`src/rtl/loader_pkg.sv`:
```
// Shared definitions for the program loader: header layout, op codes, FSM states.
package loader_pkg;

  localparam int DEF_IMEM_AW  = 9;
  localparam int DEF_DMEM_AW  = 10;
  localparam int DEF_READ_LAT = 1;

  localparam int HDR_OP_MSB   = 31;
  localparam int HDR_OP_LSB   = 30;
  localparam int HDR_BASE_LSB = 16;
  localparam int HDR_CNT_MSB  = 15;
  localparam int HDR_CNT_LSB  = 0;

  typedef enum logic [1:0] {
    OP_IMEM_LOAD = 2'b00,
    OP_DMEM_LOAD = 2'b01,
    OP_DMEM_DUMP = 2'b10,
    OP_RUN_CTRL  = 2'b11
  } op_e;

  typedef enum logic [2:0] {
    ST_IDLE      = 3'd0,
    ST_LOAD      = 3'd1,
    ST_DUMP_REQ  = 3'd2,
    ST_DUMP_WAIT = 3'd3,
    ST_DUMP_OUT  = 3'd4,
    ST_RUN       = 3'd5
  } state_e;

endpackage

```
`src/rtl/loader_addr_ctr.sv`:
```
// Word address / remaining-count tracker shared by the LOAD and DUMP sequences.
module loader_addr_ctr
  import loader_pkg::*;
#(
  parameter int AW = DEF_DMEM_AW
) (
  input  logic          clk,
  input  logic          arst_n,
  input  logic          i_load,
  input  logic [AW-1:0] i_base,
  input  logic [15:0]   i_count,
  input  logic          i_step,
  output logic [AW-1:0] o_addr,
  output logic          o_last
);

  logic [AW-1:0] r_addr;
  logic [15:0]   r_rem;

  // The address simply rolls over at 2**AW; callers narrower than AW mask it.
  always_ff @(posedge clk or negedge arst_n) begin
    if (!arst_n) begin
      r_addr <= '0;
      r_rem  <= '0;
    end else if (i_load) begin
      r_addr <= i_base;
      r_rem  <= i_count;
    end else if (i_step) begin
      r_addr <= r_addr + 1'b1;
      r_rem  <= r_rem - 16'd1;
    end
  end

  assign o_addr = r_addr;
  assign o_last = (r_rem == 16'd1);

endmodule

```
`src/rtl/program_loader.sv`:
```
// Host-side command loader: fills instruction/data memory, dumps data memory,
// and gates the processor enable, all from one 32-bit command stream.
module program_loader
  import loader_pkg::*;
#(
  parameter int IMEM_AW  = DEF_IMEM_AW,
  parameter int DMEM_AW  = DEF_DMEM_AW,
  parameter int READ_LAT = DEF_READ_LAT
) (
  input  logic        clk,
  input  logic        arst_n,
  input  logic        s_valid,
  output logic        s_ready,
  input  logic [31:0] s_data,
  output logic        m_valid,
  input  logic        m_ready,
  output logic [31:0] m_data,
  output logic [31:0] imem_addr,
  output logic        imem_wen,
  output logic [31:0] imem_wdata,
  output logic [31:0] dmem_addr,
  output logic        dmem_wen,
  output logic        dmem_ren,
  output logic [31:0] dmem_wdata,
  input  logic [31:0] dmem_rdata,
  output logic        cpu_enable,
  output logic        busy,
  output logic        err,
  output logic [2:0]  dbg_state
);

  localparam int CTR_AW = (DMEM_AW > IMEM_AW) ? DMEM_AW : IMEM_AW;

  // Valid/ready: a word moves on a rising edge where valid and ready are both high;
  // a producer facing ready=0 keeps valid and data steady, and m_valid/m_data hold until m_ready.
  state_e        r_state;
  logic          r_s_ready, r_m_valid, r_imem_wen, r_dmem_wen, r_dmem_ren;
  logic          r_cpu_enable, r_err, r_tgt_dmem;
  logic [31:0]   r_m_data, r_imem_addr, r_imem_wdata, r_dmem_addr, r_dmem_wdata;
  logic [3:0]    r_wait;

  logic          w_acc, w_ctr_load, w_ctr_step, w_ctr_last;
  logic [CTR_AW-1:0] w_ctr_addr;
  logic [15:0]   w_hdr_cnt;
  op_e           w_op;
  logic [31:0]   w_imem_byte, w_dmem_byte;

  assign w_acc       = s_valid && r_s_ready;
  assign w_op        = op_e'(s_data[HDR_OP_MSB:HDR_OP_LSB]);
  assign w_hdr_cnt   = s_data[HDR_CNT_MSB:HDR_CNT_LSB];
  assign w_ctr_load  = (r_state == ST_IDLE) && w_acc;
  assign w_ctr_step  = ((r_state == ST_LOAD) && w_acc) ||
                       ((r_state == ST_DUMP_OUT) && r_m_valid && m_ready);
  assign w_imem_byte = 32'({w_ctr_addr[IMEM_AW-1:0], 2'b00});
  assign w_dmem_byte = 32'({w_ctr_addr[DMEM_AW-1:0], 2'b00});

  loader_addr_ctr #(.AW(CTR_AW)) u_ctr (
    .clk     (clk),
    .arst_n  (arst_n),
    .i_load  (w_ctr_load),
    .i_base  (s_data[HDR_BASE_LSB +: CTR_AW]),
    .i_count (w_hdr_cnt),
    .i_step  (w_ctr_step),
    .o_addr  (w_ctr_addr),
    .o_last  (w_ctr_last)
  );

  always_ff @(posedge clk or negedge arst_n) begin
    if (!arst_n) begin
      r_state      <= ST_IDLE;
      r_s_ready    <= 1'b0;
      r_m_valid    <= 1'b0;
      r_m_data     <= '0;
      r_imem_wen   <= 1'b0;
      r_imem_addr  <= '0;
      r_imem_wdata <= '0;
      r_dmem_wen   <= 1'b0;
      r_dmem_ren   <= 1'b0;
      r_dmem_addr  <= '0;
      r_dmem_wdata <= '0;
      r_cpu_enable <= 1'b0;
      r_err        <= 1'b0;
      r_tgt_dmem   <= 1'b0;
      r_wait       <= '0;
    end else begin
      r_imem_wen <= 1'b0;
      r_dmem_wen <= 1'b0;
      r_dmem_ren <= 1'b0;
      r_err      <= 1'b0;
      case (r_state)
        ST_IDLE: begin
          r_s_ready <= 1'b1;
          if (w_acc) begin
            if (w_op == OP_RUN_CTRL) begin
              if (s_data[0]) begin
                r_state      <= ST_RUN;
                r_cpu_enable <= 1'b1;
              end
            end else if (w_hdr_cnt != 16'd0) begin
              r_tgt_dmem <= (w_op == OP_DMEM_LOAD);
              if (w_op == OP_DMEM_DUMP) begin
                r_state   <= ST_DUMP_REQ;
                r_s_ready <= 1'b0;
              end else begin
                r_state <= ST_LOAD;
              end
            end
          end
        end
        ST_LOAD: begin
          if (w_acc) begin
            if (r_tgt_dmem) begin
              r_dmem_wen   <= 1'b1;
              r_dmem_addr  <= w_dmem_byte;
              r_dmem_wdata <= s_data;
            end else begin
              r_imem_wen   <= 1'b1;
              r_imem_addr  <= w_imem_byte;
              r_imem_wdata <= s_data;
            end
            if (w_ctr_last) r_state <= ST_IDLE;
          end
        end
        ST_DUMP_REQ: begin
          r_dmem_ren  <= 1'b1;
          r_dmem_addr <= w_dmem_byte;
          r_wait      <= '0;
          r_state     <= ST_DUMP_WAIT;
        end
        // ren is visible during wait count 0, so read data lands at count READ_LAT.
        ST_DUMP_WAIT: begin
          if (r_wait == 4'(READ_LAT)) begin
            r_m_data  <= dmem_rdata;
            r_m_valid <= 1'b1;
            r_state   <= ST_DUMP_OUT;
          end else begin
            r_wait <= r_wait + 4'd1;
          end
        end
        ST_DUMP_OUT: begin
          if (m_ready) begin
            r_m_valid <= 1'b0;
            if (w_ctr_last) begin
              r_state   <= ST_IDLE;
              r_s_ready <= 1'b1;
            end else begin
              r_state <= ST_DUMP_REQ;
            end
          end
        end
        ST_RUN: begin
          if (w_acc) begin
            if (w_op == OP_RUN_CTRL && !s_data[0]) begin
              r_cpu_enable <= 1'b0;
              r_state      <= ST_IDLE;
            end else begin
              r_err <= 1'b1;
            end
          end
        end
        default: r_state <= ST_IDLE;
      endcase
    end
  end

  assign s_ready    = r_s_ready;
  assign m_valid    = r_m_valid;
  assign m_data     = r_m_data;
  assign imem_addr  = r_imem_addr;
  assign imem_wen   = r_imem_wen;
  assign imem_wdata = r_imem_wdata;
  assign dmem_addr  = r_dmem_addr;
  assign dmem_wen   = r_dmem_wen;
  assign dmem_ren   = r_dmem_ren;
  assign dmem_wdata = r_dmem_wdata;
  assign cpu_enable = r_cpu_enable;
  assign err        = r_err;
  assign busy       = (r_state == ST_LOAD) || (r_state == ST_DUMP_REQ) ||
                      (r_state == ST_DUMP_WAIT) || (r_state == ST_DUMP_OUT);
  assign dbg_state  = r_state;

endmodule

```
`config.mk`:
```
export PLATFORM = sky130hd
export DESIGN_NAME = program_loader
export DESIGN_NICKNAME = d
export VERILOG_FILES = /design/src/rtl/loader_pkg.sv /design/src/rtl/loader_addr_ctr.sv /design/src/rtl/program_loader.sv
export SDC_FILE = /design/constraint.sdc
export NUM_CORES = 1
export LEC_CHECK = 0
export BUFFER_PORTS_ARGS = -buffer_cell sky130_fd_sc_hd__buf_2
export CAP_MARGIN = 5
export CELL_PAD_IN_SITES_DETAIL_PLACEMENT = 2
export CELL_PAD_IN_SITES_GLOBAL_PLACEMENT = 2
export CORE_MARGIN = 1.5
export CORE_UTILIZATION = 32
export CTS_BUF_LIST = sky130_fd_sc_hd__clkbuf_8
export DETAILED_ROUTE_END_ITERATION = 6
export PLACE_DENSITY_LB_ADDON = 0.25
export SLEW_MARGIN = 20
export SYNTH_ARGS = -nofsm -noshare
export SYNTH_HDL_FRONTEND = slang
export SYNTH_SLANG_ARGS = --single-unit
```
`constraint.sdc`:
```
create_clock -name clk -period 2.8 [get_ports clk]
set_input_delay 0.14 -clock clk [delete_from_list [all_inputs] [get_ports clk]]
set_output_delay 0.14 -clock clk [all_outputs]
set_load 0.1 [all_outputs]
```
==> results.cfg <==
[outcome]
status = finished clean

[layout]
antenna_cells = 0
post_route_cells_drive_above_1_share = 0.408
design.final.nets = 908
num-fill-cells = 2226
area_delta_synth_final_pct = 32.0

[timing]
final.min_clock_period_ns = 2.35
grt_setup_unrepaired = no
fin_skew_ns = 0.0241
fmax_mhz = 425
final-hold-violation-count = 0
finalCritPeriodShare = 0.840
worst_slew_pin_slew_ns = 0.651
worst_slew_margin_rel = 0.565
setup_viol_count_final = 0
final_max_slew_violation_count = 0
fin_setup_tns_ns = 0

[setup_path]
critPathRequiredTime_ns = 3.15
critical_path.startpoint_type = flip-flop
arrival_ns = 2.70
reg2regPathDepth = 5
worst_r2r_startpoint = u_ctr.r_rem[4]
worstSetupEndpointType = flip-flop
path_class = flip-flop to flip-flop
crit_path_max_fanout = 6
reg2reg_slack_ns = 0.45
reg2reg_to = dbg_state[0]

[min_path]
hold_path_class = primary input to flip-flop
worst_hold_startpoint = s_data[30]
min_path_cells = 2
worstHoldEndpoint = imem_wdata[30]

[grt]
maximum_number_of_pins_on_one_net_before_global_route_repair = 71
grt_use_total = 0.203
antenna_found_initial = 0
grt_first_pass_wirelength_um = 34500
grt_total_ovfl = 0
first_global_vias = 6132

[flow_run]
max_cap_viol_count = 0

[clocking]
path_clk_slew_ns = 0.09
root_buffer = sky130_fd_sc_hd__clkbuf_8
h-tree-depth = 4
clock_tree_from_tritoncts = yes
clkLatencyLatePin_ns = 0.47
clockBufferDepth = 2
numCtsBuffers = 17
clock-sinks = 156
cts.repair_timing.setup_buffer_count = 0

[drt]
num_vias = 5358
met2WireLength_um = 11800
drc = 0
routed.top_layer = met4
metal_1_wl_um = 8780
routed_wire_length_per_instance_um = 19.5
postRouteAntennaNets = 0
detailedRoute.firstPassIterationCount = 4
routed-wl-met3_um = 1090
routed_wirelength_um = 21900
vias_per_inst = 4.77
dr.first_iter.drc_count = 130

[floorplan]
placement_rows = 53
total_core_area_sq_um = 21100
die_w_um = 150
die_height_um = 150
die_area_sq_um = 22400
start_util = 0.327
top_level_ports = 239

[yosys]
synth.most_common_cell = sky130_fd_sc_hd__dfrtp_1
synth.cell_area_sq_um = 6890
synth.yosys.seq_area_share = 0.567
synthesis.instances = 575
ys_dominant_reg_cell = sky130_fd_sc_hd__dfrtp_1
synth_largest_area_cell = sky130_fd_sc_hd__dfrtp_1
post-synth-top-area-fraction = 0.567
ys.warnings.count = 0
synth.ff_latch_count = 156
synth_top_cells_by_count = 156 x sky130_fd_sc_hd__dfrtp_1, 100 x sky130_fd_sc_hd__mux2_2, 77 x sky130_fd_sc_hd__nand2_1
post_synth_main_area_contributors = sky130_fd_sc_hd__dfrtp_1 57%, sky130_fd_sc_hd__mux2_2 16%, sky130_fd_sc_hd__buf_4 4.9%, sky130_fd_sc_hd__nand2_1 4.2%, sky130_fd_sc_hd__xor2_1 2.9%
synthDistinctLibCells = 45
synthArstFlopShare = 1.00
synth_edf_count = 0
avgSynthCellArea_sq_um = 12.0

[placement]
detailed_placement_hpwl_um = 14700
gp_congestion = 0.745
port_buffers = 193
==> layout make-up <==
cell class | count | area [sq um] | share of cell area
multi-input combinational | 383 | 2700 | 0.297
clock buffer | 18 | 248 | 0.0272
inverter | 8 | 30.0 | 0.00330
clock inverter | 14 | 156 | 0.0172
timing repair buffer | 269 | 1720 | 0.189
tap | 275 | 344 | 0.0378
sequential | 156 | 3900 | 0.429
==> worst max-delay path, stage by stage (launching register included) <==
cell,delay (ns)
sky130_fd_sc_hd__dfrtp_1,0.44
sky130_fd_sc_hd__or4_1,0.70
sky130_fd_sc_hd__nor3_4,0.29
sky130_fd_sc_hd__nand3_2,0.11
sky130_fd_sc_hd__a211oi_2,0.35
sky130_fd_sc_hd__mux2_1,0.36
==> metrics by stage <==
step	instances	setup WS (ns)	instance area [sq um]	utilization	hold slack [ns]
after CTS	1123	0.454	9100	0.431	0.0125
final	1123	0.449	9100	0.431	0.0456
after detailed placement	1026	0.457	8040	0.381	0.162
after global routing	1123	0.296	9100	0.431	0.0402
after floorplan	619	0.150	7060	-	-0.156
after global placement	1026	0.555	8040	0.381	0.146
==> cell families (layout without fill, tap and decap cells) <==
group,count (synthesis),count (layout),share of synthesized area
flops,156,156,0.567
mux,103,103,0.168
fa+ha+maj,5,5,0.00908
compound gates,50,50,0.0419
buf+inv,80,309,0.0705
simple gates,154,154,0.110
other cells,1,45,0.000544
xor+xnor,26,26,0.0330
==> flip-flops by register name (all words and copies together), names as in the netlist <==
name,cells
dmem_wen,1
r_wait,4
imem_wen,1
dmem_ren,1
dmem_wdata,32
r_tgt_dmem,1
imem_addr,9
err,1
m_valid,1
dmem_addr,10
u_ctr.o_addr,10
s_ready,1
u_ctr.r_rem,16
cpu_enable,1
dbg_state,3
m_data,32
imem_wdata,32
==> metal layers <==
| metal | vias to the layer above | global-route usage |
|---|---|---|
| li1 | 2407 | - |
| met1 | 2767 | 0.235 |
| met2 | 160 | 0.371 |
| met3 | 24 | 0.0494 |
| met4 | 0 | 0.0520 |
| met5 | - | 0 |
==> cells in the final DEF (no fill, tap or decap), drive strengths merged, types with 5 or more instances in the layout <==
cell / count
inv: 16
dfrtp: 156
a31oi: 5
buf: 204
nand2: 77
dlygate4sd3: 65
xor2: 23
conb: 45
nand3: 13
mux2: 102
nor4: 5
clkbuf: 18
nor2: 20
a21oi: 7
ha: 5
o21ai: 30
nand4: 11
==> worst max path at each step <==
stage / from / to / slack [ns] / cells past startpoint
2_1_floorplan: dbg_state[0] / u_ctr.r_rem[8] / 0.15 / 7
5_1_grt: dbg_state[2] / u_ctr.r_rem[4] / 0.30 / 7
6_report: u_ctr.r_rem[4] / dbg_state[0] / 0.45 / 5
3_3_place_gp: u_ctr.r_rem[4] / dbg_state[0] / 0.55 / 5
3_5_place_dp: u_ctr.r_rem[4] / dbg_state[0] / 0.46 / 5
4_1_cts: u_ctr.r_rem[4] / dbg_state[0] / 0.45 / 5
==> what timing repair did <==
action | 4_1_cts | 5_1_grt
gates resized for setup | 0 | 0
hold buffers | 65 | 0
hold endpoints to repair | 170 | 0
Power is not shown: default switching activity piles up to over one toggle a cycle in this logic, so the estimate is an artifact.
